### src/rtl/csr_unit_if.sv
// Execute-stage CSR port bundle: decoder controls and operands in, read-back and status out.
interface csr_unit_if #(
  parameter int DWIDTH = 32
);
  logic              csr_we;
  logic              csr_rd;
  logic [2:0]        funct3;
  logic [11:0]       csr_addr;
  logic [DWIDTH-1:0] rs1_data;
  logic [4:0]        zimm;
  logic              stall;
  logic              retire;
  logic [DWIDTH-1:0] csr_rdata;
  logic              csr_rvalid;
  logic              illegal;
  logic [DWIDTH-1:0] tohost;

  modport master (
    output csr_we, csr_rd, funct3, csr_addr, rs1_data, zimm, stall, retire,
    input  csr_rdata, csr_rvalid, illegal, tohost
  );

  modport slave (
    input  csr_we, csr_rd, funct3, csr_addr, rs1_data, zimm, stall, retire,
    output csr_rdata, csr_rvalid, illegal, tohost
  );
endinterface

### src/rtl/csr_unit.sv
// Zicsr read-modify-write unit holding tohost, mscratch and the cycle/instret counters.
// The old CSR value is registered and returned one cycle after the access edge.
module csr_unit #(
  parameter int DWIDTH = 32,
  parameter int CWIDTH = 64
) (
  input logic         clk,
  input logic         rst,
  csr_unit_if.slave   bus
);
  localparam logic [11:0] ADDR_TOHOST   = 12'h51E;
  localparam logic [11:0] ADDR_MSCRATCH = 12'h340;
  localparam logic [11:0] ADDR_CYCLE    = 12'hC00;
  localparam logic [11:0] ADDR_CYCLEH   = 12'hC80;
  localparam logic [11:0] ADDR_INSTRET  = 12'hC02;
  localparam logic [11:0] ADDR_INSTRETH = 12'hC82;

  logic [DWIDTH-1:0] tohost_q, mscratch_q, rdata_q;
  logic [CWIDTH-1:0] cycle_q, instret_q;
  logic              rvalid_q, illegal_q;

  logic [DWIDTH-1:0] src, old_val, new_val;
  logic              mapped, read_only, wr_req, acc_illegal, do_write;

  always_comb begin
    src       = bus.funct3[2] ? {{(DWIDTH-5){1'b0}}, bus.zimm} : bus.rs1_data;
    old_val   = '0;
    mapped    = 1'b1;
    read_only = 1'b0;
    unique case (bus.csr_addr)
      ADDR_TOHOST:   old_val = tohost_q;
      ADDR_MSCRATCH: old_val = mscratch_q;
      ADDR_CYCLE:    begin old_val = cycle_q[DWIDTH-1:0];        read_only = 1'b1; end
      ADDR_CYCLEH:   begin old_val = cycle_q[CWIDTH-1:DWIDTH];   read_only = 1'b1; end
      ADDR_INSTRET:  begin old_val = instret_q[DWIDTH-1:0];      read_only = 1'b1; end
      ADDR_INSTRETH: begin old_val = instret_q[CWIDTH-1:DWIDTH]; read_only = 1'b1; end
      default:       mapped = 1'b0;
    endcase

    unique case (bus.funct3[1:0])
      2'b01:   new_val = src;
      2'b10:   new_val = old_val | src;
      2'b11:   new_val = old_val & ~src;
      default: new_val = old_val;
    endcase

    // Set/clear with a zero rs1 field is a pure read, so it is legal even on counters.
    wr_req      = (bus.funct3[1:0] == 2'b01) || (bus.zimm != 5'd0);
    acc_illegal = !mapped || (bus.funct3[1:0] == 2'b00) || (wr_req && read_only);
    do_write    = bus.csr_we && !bus.stall && !acc_illegal && wr_req;
  end

  always_ff @(posedge clk or posedge rst) begin
    if (rst) begin
      tohost_q   <= '0;
      mscratch_q <= '0;
      cycle_q    <= '0;
      instret_q  <= '0;
      rdata_q    <= '0;
      rvalid_q   <= 1'b0;
      illegal_q  <= 1'b0;
    end else begin
      cycle_q <= cycle_q + CWIDTH'(1);
      if (bus.retire) instret_q <= instret_q + CWIDTH'(1);

      // A stalled execute stage freezes the response registers as well as writes.
      if (!bus.stall) begin
        rvalid_q  <= bus.csr_we && !acc_illegal && bus.csr_rd;
        illegal_q <= bus.csr_we && acc_illegal;
        if (bus.csr_we && !acc_illegal) rdata_q <= old_val;
      end

      if (do_write) begin
        if (bus.csr_addr == ADDR_TOHOST)   tohost_q   <= new_val;
        if (bus.csr_addr == ADDR_MSCRATCH) mscratch_q <= new_val;
      end
    end
  end

  assign bus.csr_rdata  = rdata_q;
  assign bus.csr_rvalid = rvalid_q;
  assign bus.illegal    = illegal_q;
  assign bus.tohost     = tohost_q;
endmodule

### src/flat_wrapper.sv
// flat-port wrapper written by rule: the top's interface ports become plain ports
module csr_unit_flat 
#(
  parameter int DWIDTH = 32,
  parameter int CWIDTH = 64
)
  (clk, rst, bus_csr_we, bus_csr_rd, bus_funct3, bus_csr_addr, bus_rs1_data, bus_zimm, bus_stall, bus_retire, bus_csr_rdata, bus_csr_rvalid, bus_illegal, bus_tohost);
  csr_unit_if #(.DWIDTH(DWIDTH)) bus_i ();
  input logic clk;
  input logic rst;
  input wire logic [$bits(bus_i.csr_we)-1:0] bus_csr_we;
  input wire logic [$bits(bus_i.csr_rd)-1:0] bus_csr_rd;
  input wire logic [$bits(bus_i.funct3)-1:0] bus_funct3;
  input wire logic [$bits(bus_i.csr_addr)-1:0] bus_csr_addr;
  input wire logic [$bits(bus_i.rs1_data)-1:0] bus_rs1_data;
  input wire logic [$bits(bus_i.zimm)-1:0] bus_zimm;
  input wire logic [$bits(bus_i.stall)-1:0] bus_stall;
  input wire logic [$bits(bus_i.retire)-1:0] bus_retire;
  output wire logic [$bits(bus_i.csr_rdata)-1:0] bus_csr_rdata;
  output wire logic [$bits(bus_i.csr_rvalid)-1:0] bus_csr_rvalid;
  output wire logic [$bits(bus_i.illegal)-1:0] bus_illegal;
  output wire logic [$bits(bus_i.tohost)-1:0] bus_tohost;
  assign bus_i.csr_we = bus_csr_we;
  assign bus_i.csr_rd = bus_csr_rd;
  assign bus_i.funct3 = bus_funct3;
  assign bus_i.csr_addr = bus_csr_addr;
  assign bus_i.rs1_data = bus_rs1_data;
  assign bus_i.zimm = bus_zimm;
  assign bus_i.stall = bus_stall;
  assign bus_i.retire = bus_retire;
  assign bus_csr_rdata = bus_i.csr_rdata;
  assign bus_csr_rvalid = bus_i.csr_rvalid;
  assign bus_illegal = bus_i.illegal;
  assign bus_tohost = bus_i.tohost;
  csr_unit #(.DWIDTH(DWIDTH), .CWIDTH(CWIDTH)) u_core (.clk(clk), .rst(rst), .bus(bus_i));
endmodule
### config.mk
export PLATFORM = sky130hd
export DESIGN_NAME = csr_unit_flat
export DESIGN_NICKNAME = d
export VERILOG_FILES = /design/src/rtl/csr_unit_if.sv /design/src/rtl/csr_unit.sv /design/src/flat_wrapper.sv
export SDC_FILE = /design/constraint.sdc
export NUM_CORES = 1
export LEC_CHECK = 0
export BUFFER_PORTS_ARGS = -buffer_cell sky130_fd_sc_hd__buf_2
export CAP_MARGIN = 20
export CORE_MARGIN = 5
export CORE_UTILIZATION = 35
export CTS_BUF_LIST = sky130_fd_sc_hd__clkbuf_4
export DETAILED_ROUTE_END_ITERATION = 12
export GPL_ROUTABILITY_DRIVEN = 1
export GPL_TIMING_DRIVEN = 0
export PLACE_DENSITY = 0.56
export SETUP_SLACK_MARGIN = 0.4
export SLEW_MARGIN = 20
export SYNTH_ARGS = -nofsm -noshare
export SYNTH_HDL_FRONTEND = slang
export SYNTH_SLANG_ARGS = --single-unit
### constraint.sdc
create_clock -name clk -period 6.8 [get_ports clk]
set_input_delay 1.02 -clock clk [delete_from_list [all_inputs] [get_ports clk]]
set_output_delay 1.02 -clock clk [all_outputs]
set_load 0.02 [all_outputs]
==> run metrics, run 1 <==
post-layout min period=3.49 ns; Synth cell types=61; Seq. cell area=5660 um2; area of the multi-input gates=6060 um2; run status=completed; # setup viols final=0; CTS Buf Count=61; maxcap violations=0; CTS Root Cell=clkbuf_4; Fill cells=3337; Final ANT Viol Nets=0; Final Instance Area=14100 um2; critical path class=primary input to flop; Fin Setup TNS=0 ns; final setup margin=3.31 ns; Yosys top cell by area=dfrtp_1; drt total wl=40100 um; Startpoint Class=primary input; vias in the first global route=10200; hpwl dp=30500 um; CTS tree=yes; most frequent cells in the layout=226 x dfrtp_1, 157 x nand2_1, 135 x buf_2; buffers added on ports=121; Slew @ Worst Pin=1.14 ns; Vias=approximately 10000; Tot Pwr=2840 uW; Slew headroom=23.2%; net count after synthesis=1254; Hold WS=between 0.3 and 0.4 ns; post_cts resized=0; top_reg_cell synth=dfrtp_1; Max Root-Sink Buffers=3; critical path endpoint category=flop; Fmax=287 MHz; yosys warns=0; DP Worst Slack=2.69 ns; Slew Limit Fails=0; top cells by area, synth=dfrtp_1 47%, xnor2_1 8.0%, nand2_1 4.9%; Synth async-reset ratio=100%; clock sinks=~230; RR Startpoint=u_core.instret_q[2]; IO Pins=124; Final period util=51.3%; Cell Area, Synth=12000 um2; total die area=38100 um2; share of cells above drive strength 1=20.1%; R2R cell count=5; GRT Total Usage=20.7%; Initial DRC Count=approximately 910; Layout Skew=0.0449 ns; crit path capture=u_core.bus.csr_rdata[31]; Reg2Reg Setup Slack=3.80 ns; drt pass-1 iters=6; Seq cells post-synth=226; drt wl/cell=between 20 and 25 um; Avg Cell Area, Syn=a little over 10 um2; Post-synth EDFFs=0; later-pin clock latency in the skew report=around 0.71 ns; layout overhead on the synthesized area=17.6%; proportion of netlist area held by the largest area contributor=around 47%; Data arrival, critical path=between 4 and 5 ns; Reg clk slew, reported paths=0.07 ns; Via-to-Cell Ratio=5.44; critical path peak fanout=10; Mapped Cells=between 1000 and 1500; worst reg2reg endpoint=u_core.instret_q[53]; initial antenna violation count=2; # nets final=1447; H-tree levels=2; placed instance area=approximately 13000 um2; PD cells=201 nW/um2; die width=between 150 and 200 um; row cnt=67; Critical Path RT=7.38 ns; most common cell after layout, fill and taps aside=dfrtp_1; final hold violation count=0; pin count of the biggest net entering global routing=34; register area share after synthesis=47.1%; Remaining DRCs=0; hold_buf cts=0; Initial Util=35.6%; RSZ-0062 raised after global routing=false; GPL Wtd Cong=~0.91; type of the worst min-delay path=primary input to asynchronous set/reset pin; grt total ovfl=0; leakage power=roughly 0.0064 uW; VDD IR max=0.0000832 V; setup bufs post-CTS=0; Die Y=195 um; first-pass GRT wire length=62000 um; CP startpoint=bus_csr_addr[7]; Core Area=33700 um2
layer usage:
layer	up-vias	track usage, %	wire [um]
li1	4730	-	-
met1	5002	28.4	17500
met2	417	32.8	18400
met3	64	4.77	3190
met4	2	6.23	1010
met5	-	0	6
cell usage after synthesis, types with 19 or more instances:
| cell | number |
|---|---|
| dfrtp_1 | 226 |
| nand2_1 | 157 |
| xnor2_1 | 109 |
| o21ai_1 | 58 |
| nor2_1 | 50 |
| clkbuf_1 | 48 |
| nand3_1 | 47 |
| xor2_1 | 47 |
| nand4_1 | 42 |
| o21ai_0 | 34 |
| nor2b_1 | 27 |
| and3_1 | 22 |
| a22o_1 | 21 |
| and2_1 | 21 |
| mux2_2 | 21 |
| nor3_1 | 21 |
| a21oi_1 | 19 |
| and4_1 | 19 |
per-stage QoR:
step / util (%) / std cells
2_1_floorplan: - / 1194
3_3_place_gp: 39.1 / 1763
3_5_place_dp: 39.7 / 1772
4_1_cts: 41.9 / 1878
5_1_grt: 41.9 / 1879
6_report: 41.9 / 1879
cells by family (layout without fill, tap and decap cells):
| kind of cell | after synthesis | count (layout) | synth area share (%) |
|---|---|---|---|
| xor gates and xnor gates | 156 | 156 | 11.4 |
| muxes | 66 | 66 | 6.95 |
| adders and majority gates | 2 | 2 | 0.208 |
| other | 0 | 1 | 0 |
| AOI/OAI and AO/OA | 195 | 195 | 10.7 |
| DFF | 226 | 226 | 47.1 |
| and+or+nand+nor | 471 | 471 | 21.1 |
| buffers and inverters | 78 | 314 | 2.57 |
worst max-delay path, stage by stage:
cell,delay [ns]
buf_2,0.08
buf_2,0.30
clkbuf_1,0.67
buf_2,0.54
mux2i_1,0.31
o21ai_0,0.28
a222oi_1,0.44
nand2_1,0.11
mux2_1,0.29
state kept, by name, summed over array words and instances, names as in the netlist:
register / flops
u_core.bus.tohost: 32
u_core.bus.csr_rvalid: 1
u_core.cycle_q: 64
u_core.mscratch_q: 32
u_core.bus.csr_rdata: 32
u_core.instret_q: 64
u_core.bus.illegal: 1
power breakdown:
| group | switching [uW] | total [uW] | leakage, uW | internal (uW) |
|---|---|---|---|---|
| clock network | 581 | 1200 | 0.000451 | 615 |
| logic | 143 | 241 | 0.00284 | 97.0 |
| registers | 37.3 | 1400 | 0.00310 | 1370 |
how the worst min path moves through the flow:
stage / from / end / slack (ns)
CTS: rst / u_core.bus.csr_rvalid / 0.30
detailed placement: u_core.instret_q[63] / u_core.instret_q[63] / 0.47
floorplan: u_core.cycle_q[63] / u_core.cycle_q[63] / 0.44
finish: rst / u_core.mscratch_q[3] / 0.34
global placement: u_core.cycle_q[63] / u_core.cycle_q[63] / 0.46
global route: rst / u_core.mscratch_q[31] / 0.33
layout make-up:
| cell class | instances | share of cell area [%] |
|---|---|---|
| Multi-Input combinational cell | 890 | 42.9 |
| Sequential cell | 226 | 40.1 |
| Timing Repair Buffer | 130 | 5.56 |
| Clock buffer | 93 | 4.94 |
| Tap cell | 448 | 3.97 |
| Buffer | 64 | 1.82 |
| Inverter | 14 | 0.399 |
| Clock inverter | 13 | 0.346 |
| Antenna cell | 1 | 0.0177 |
Note: power is estimated with default switching activity, not from simulation.
==> run 2, diff against run 1 <==
PLACE_DENSITY = 0.54   (was 0.56)
clock period = 3.5 ns   (was 6.8 ns; I/O delays follow)
==> run metrics, run 2 (same netlist as run 1, synthesis figures left out) <==
later-pin clock latency in the skew report=0.69 ns (-0.02 ns); initial antenna violation count=2 (unchanged); Initial Util=35.6% (unchanged); row cnt=67 (unchanged); leakage power=0.00645 uW (+0.98%); Seq. cell area=5660 um2 (unchanged); Fin Setup TNS=0 ns (unchanged); vias in the first global route=10300 (+0.72%); layout overhead on the synthesized area=18.6%; Reg clk slew, reported paths=0.07 ns (about the same); most frequent cells in the layout=226 x dfrtp_1, 157 x nand2_1, 134 x buf_2; critical path endpoint category=flop; Final ANT Viol Nets=0 (unchanged); pin count of the biggest net entering global routing=34 (unchanged); drt wl/cell=21.5 um (+0.98%); share of cells above drive strength 1=20.9% (+0.76 points); most used cell, CP=clkbuf_1; Slew Limit Fails=0 (unchanged); critical path class=primary input to flop; setup bufs post-CTS=0 (unchanged); Initial DRC Count=841 (-7.2%); critical-path cell list=buf_2, or3_1, clkbuf_1, nor3_2, or4b_1, clkbuf_1, clkbuf_1, o21ai_1; most common cell after layout, fill and taps aside=dfrtp_1; RSZ-0062 raised after global routing=false; total die area=38100 um2 (unchanged); Slew @ Worst Pin=1.12 ns (-0.0238 ns); Fill cells=3359 (+0.66%); critical path buffer and inverter count=4 (unchanged); slowest CP cell=nor3_2; Max stage delay on crit path=0.78 ns (+0.11 ns); Vias=10300 (+0.79%); VDD IR max=0.000171 V (+110%); Slew headroom=24.8% (+1.6 points); buffers added on ports=121 (unchanged); Critical Path RT=4.02 ns (-3.36 ns); PD cells=406 nW/um2 (+100%); Tot Pwr=5780 uW (+100%); first-pass GRT wire length=62100 um (+0.25%); largest registers=u_core.cycle_q (64), u_core.instret_q (64); Final period util=83.7%; Core Area=33700 um2 (unchanged); GRT Total Usage=21.0% (+0.31 points); GPL Wtd Cong=0.900 (-0.91%); type of the worst min-delay path=primary input to flop; # nets final=1453 (+0.41%); IO Pins=124 (unchanged); CTS Buf Count=66 (+8.2%); CTS tree=yes; maxcap violations=0 (unchanged); Max Root-Sink Buffers=3 (unchanged); run status=completed; final hold violation count=0 (unchanged); Startpoint Class=primary input; drt pass-1 iters=5 (-1); die width=195 um (unchanged); Data arrival, critical path=3.45 ns (-0.62 ns); drt total wl=40700 um (+1.6%); grt total ovfl=0 (unchanged); Fmax=341 MHz; H-tree levels=3 (+1); critical path peak fanout=10 (unchanged); Top delay family on crit path=buffers and inverters; Remaining DRCs=0 (unchanged); Layout Skew=0.0371 ns (-0.00776 ns); CTS Root Cell=clkbuf_4; area of the multi-input gates=6060 um2 (+0.14%); clock sinks=226 (unchanged); hpwl dp=31100 um (+1.7%); post-layout min period=2.93 ns; Die Y=195 um (unchanged); Via-to-Cell Ratio=5.45 (+0.21%); # setup viols final=0 (unchanged)
## run 2: cell count changes in the layout (fill, tap and decap cells not counted), sizes merged
| cell | before | now |
|---|---|---|
| clkbuf | 141 | 150 |
| clkinv | 12 | 8 |
| dlygate4sd3 | 0 | 2 |
| inv | 14 | 16 |
| buf | 146 | 145 |
| bufinv | 0 | 1 |
| clkinvlp | 1 | 2 |
| diode | 1 | 2 |
## run 2: final timing paths
kind | start | to | slack, ns | cells past startpoint
max in group asynchronous | rst | u_core.instret_q[16] | 2.15 | 6
min in group asynchronous | rst | u_core.mscratch_q[31] | 0.36 | 3
worst min register to register | u_core.cycle_q[63] | u_core.cycle_q[63] | 0.48 | 1
worst max-delay path | bus_csr_addr[0] | u_core.bus.tohost[6] | 0.57 | 8
worst min-delay path | bus_stall | u_core.bus.illegal | 0.09 | 2
worst max register to register | u_core.instret_q[2] | u_core.instret_q[54] | 0.59 | 5
## run 2: worst reg2reg max path: cells and delay by family (launching register included)
kind / cells / cell delay, ns
xor gates and xnor gates: 1 / 0.16
DFF: 1 / 0.53
and+or+nand+nor: 4 / 2.14
## run 2: layout make-up
type | count | share of cell area (%)
antenna | 2 | 0.0352
buffer | 64 | 1.80
clock buffer | 102 | 5.38
clock inverter | 13 | 0.562
inverter | 14 | 0.395
multi-input combinational | 890 | 42.6
sequential | 226 | 39.7
tap | 448 | 3.94
timing repair buffer | 131 | 5.57
## run 2: timing repair
item,4_1_cts,5_1_grt
hold buffers,2,0
endpoints found under the hold margin,10,0
resized for setup,0,1
setup endpoints to repair,0,1
## run 2: per-stage QoR
stage / hold WS [ns] / cells / instance area, um2 / worst slack, ns / util [%]
2_1_floorplan: 0.441 / 1194 / 12000 / 0.0230 / -
3_3_place_gp: 0.461 / 1763 / 13200 / -1.59 / 39.1
3_5_place_dp: 0.465 / 1771 / 13400 / -0.0667 / 39.6
4_1_cts: 0.0340 / 1888 / 14200 / 0.463 / 42.2
5_1_grt: 0.0882 / 1889 / 14200 / 0.425 / 42.2
6_report: 0.0908 / 1890 / 14200 / 0.570 / 42.2
## run 2: report_power, final
group | switching, uW | internal [uW]
logic | 281 | 190
clock network | 1180 | 1390
registers | 73.3 | 2660
## run 2: routing by layer
metal | track usage, % | share of wire (%)
met1 | 29.0 | 45
met2 | 32.4 | 45
met3 | 4.57 | 7.0
met4 | 8.07 | 3.2
met5 | 0 | 0
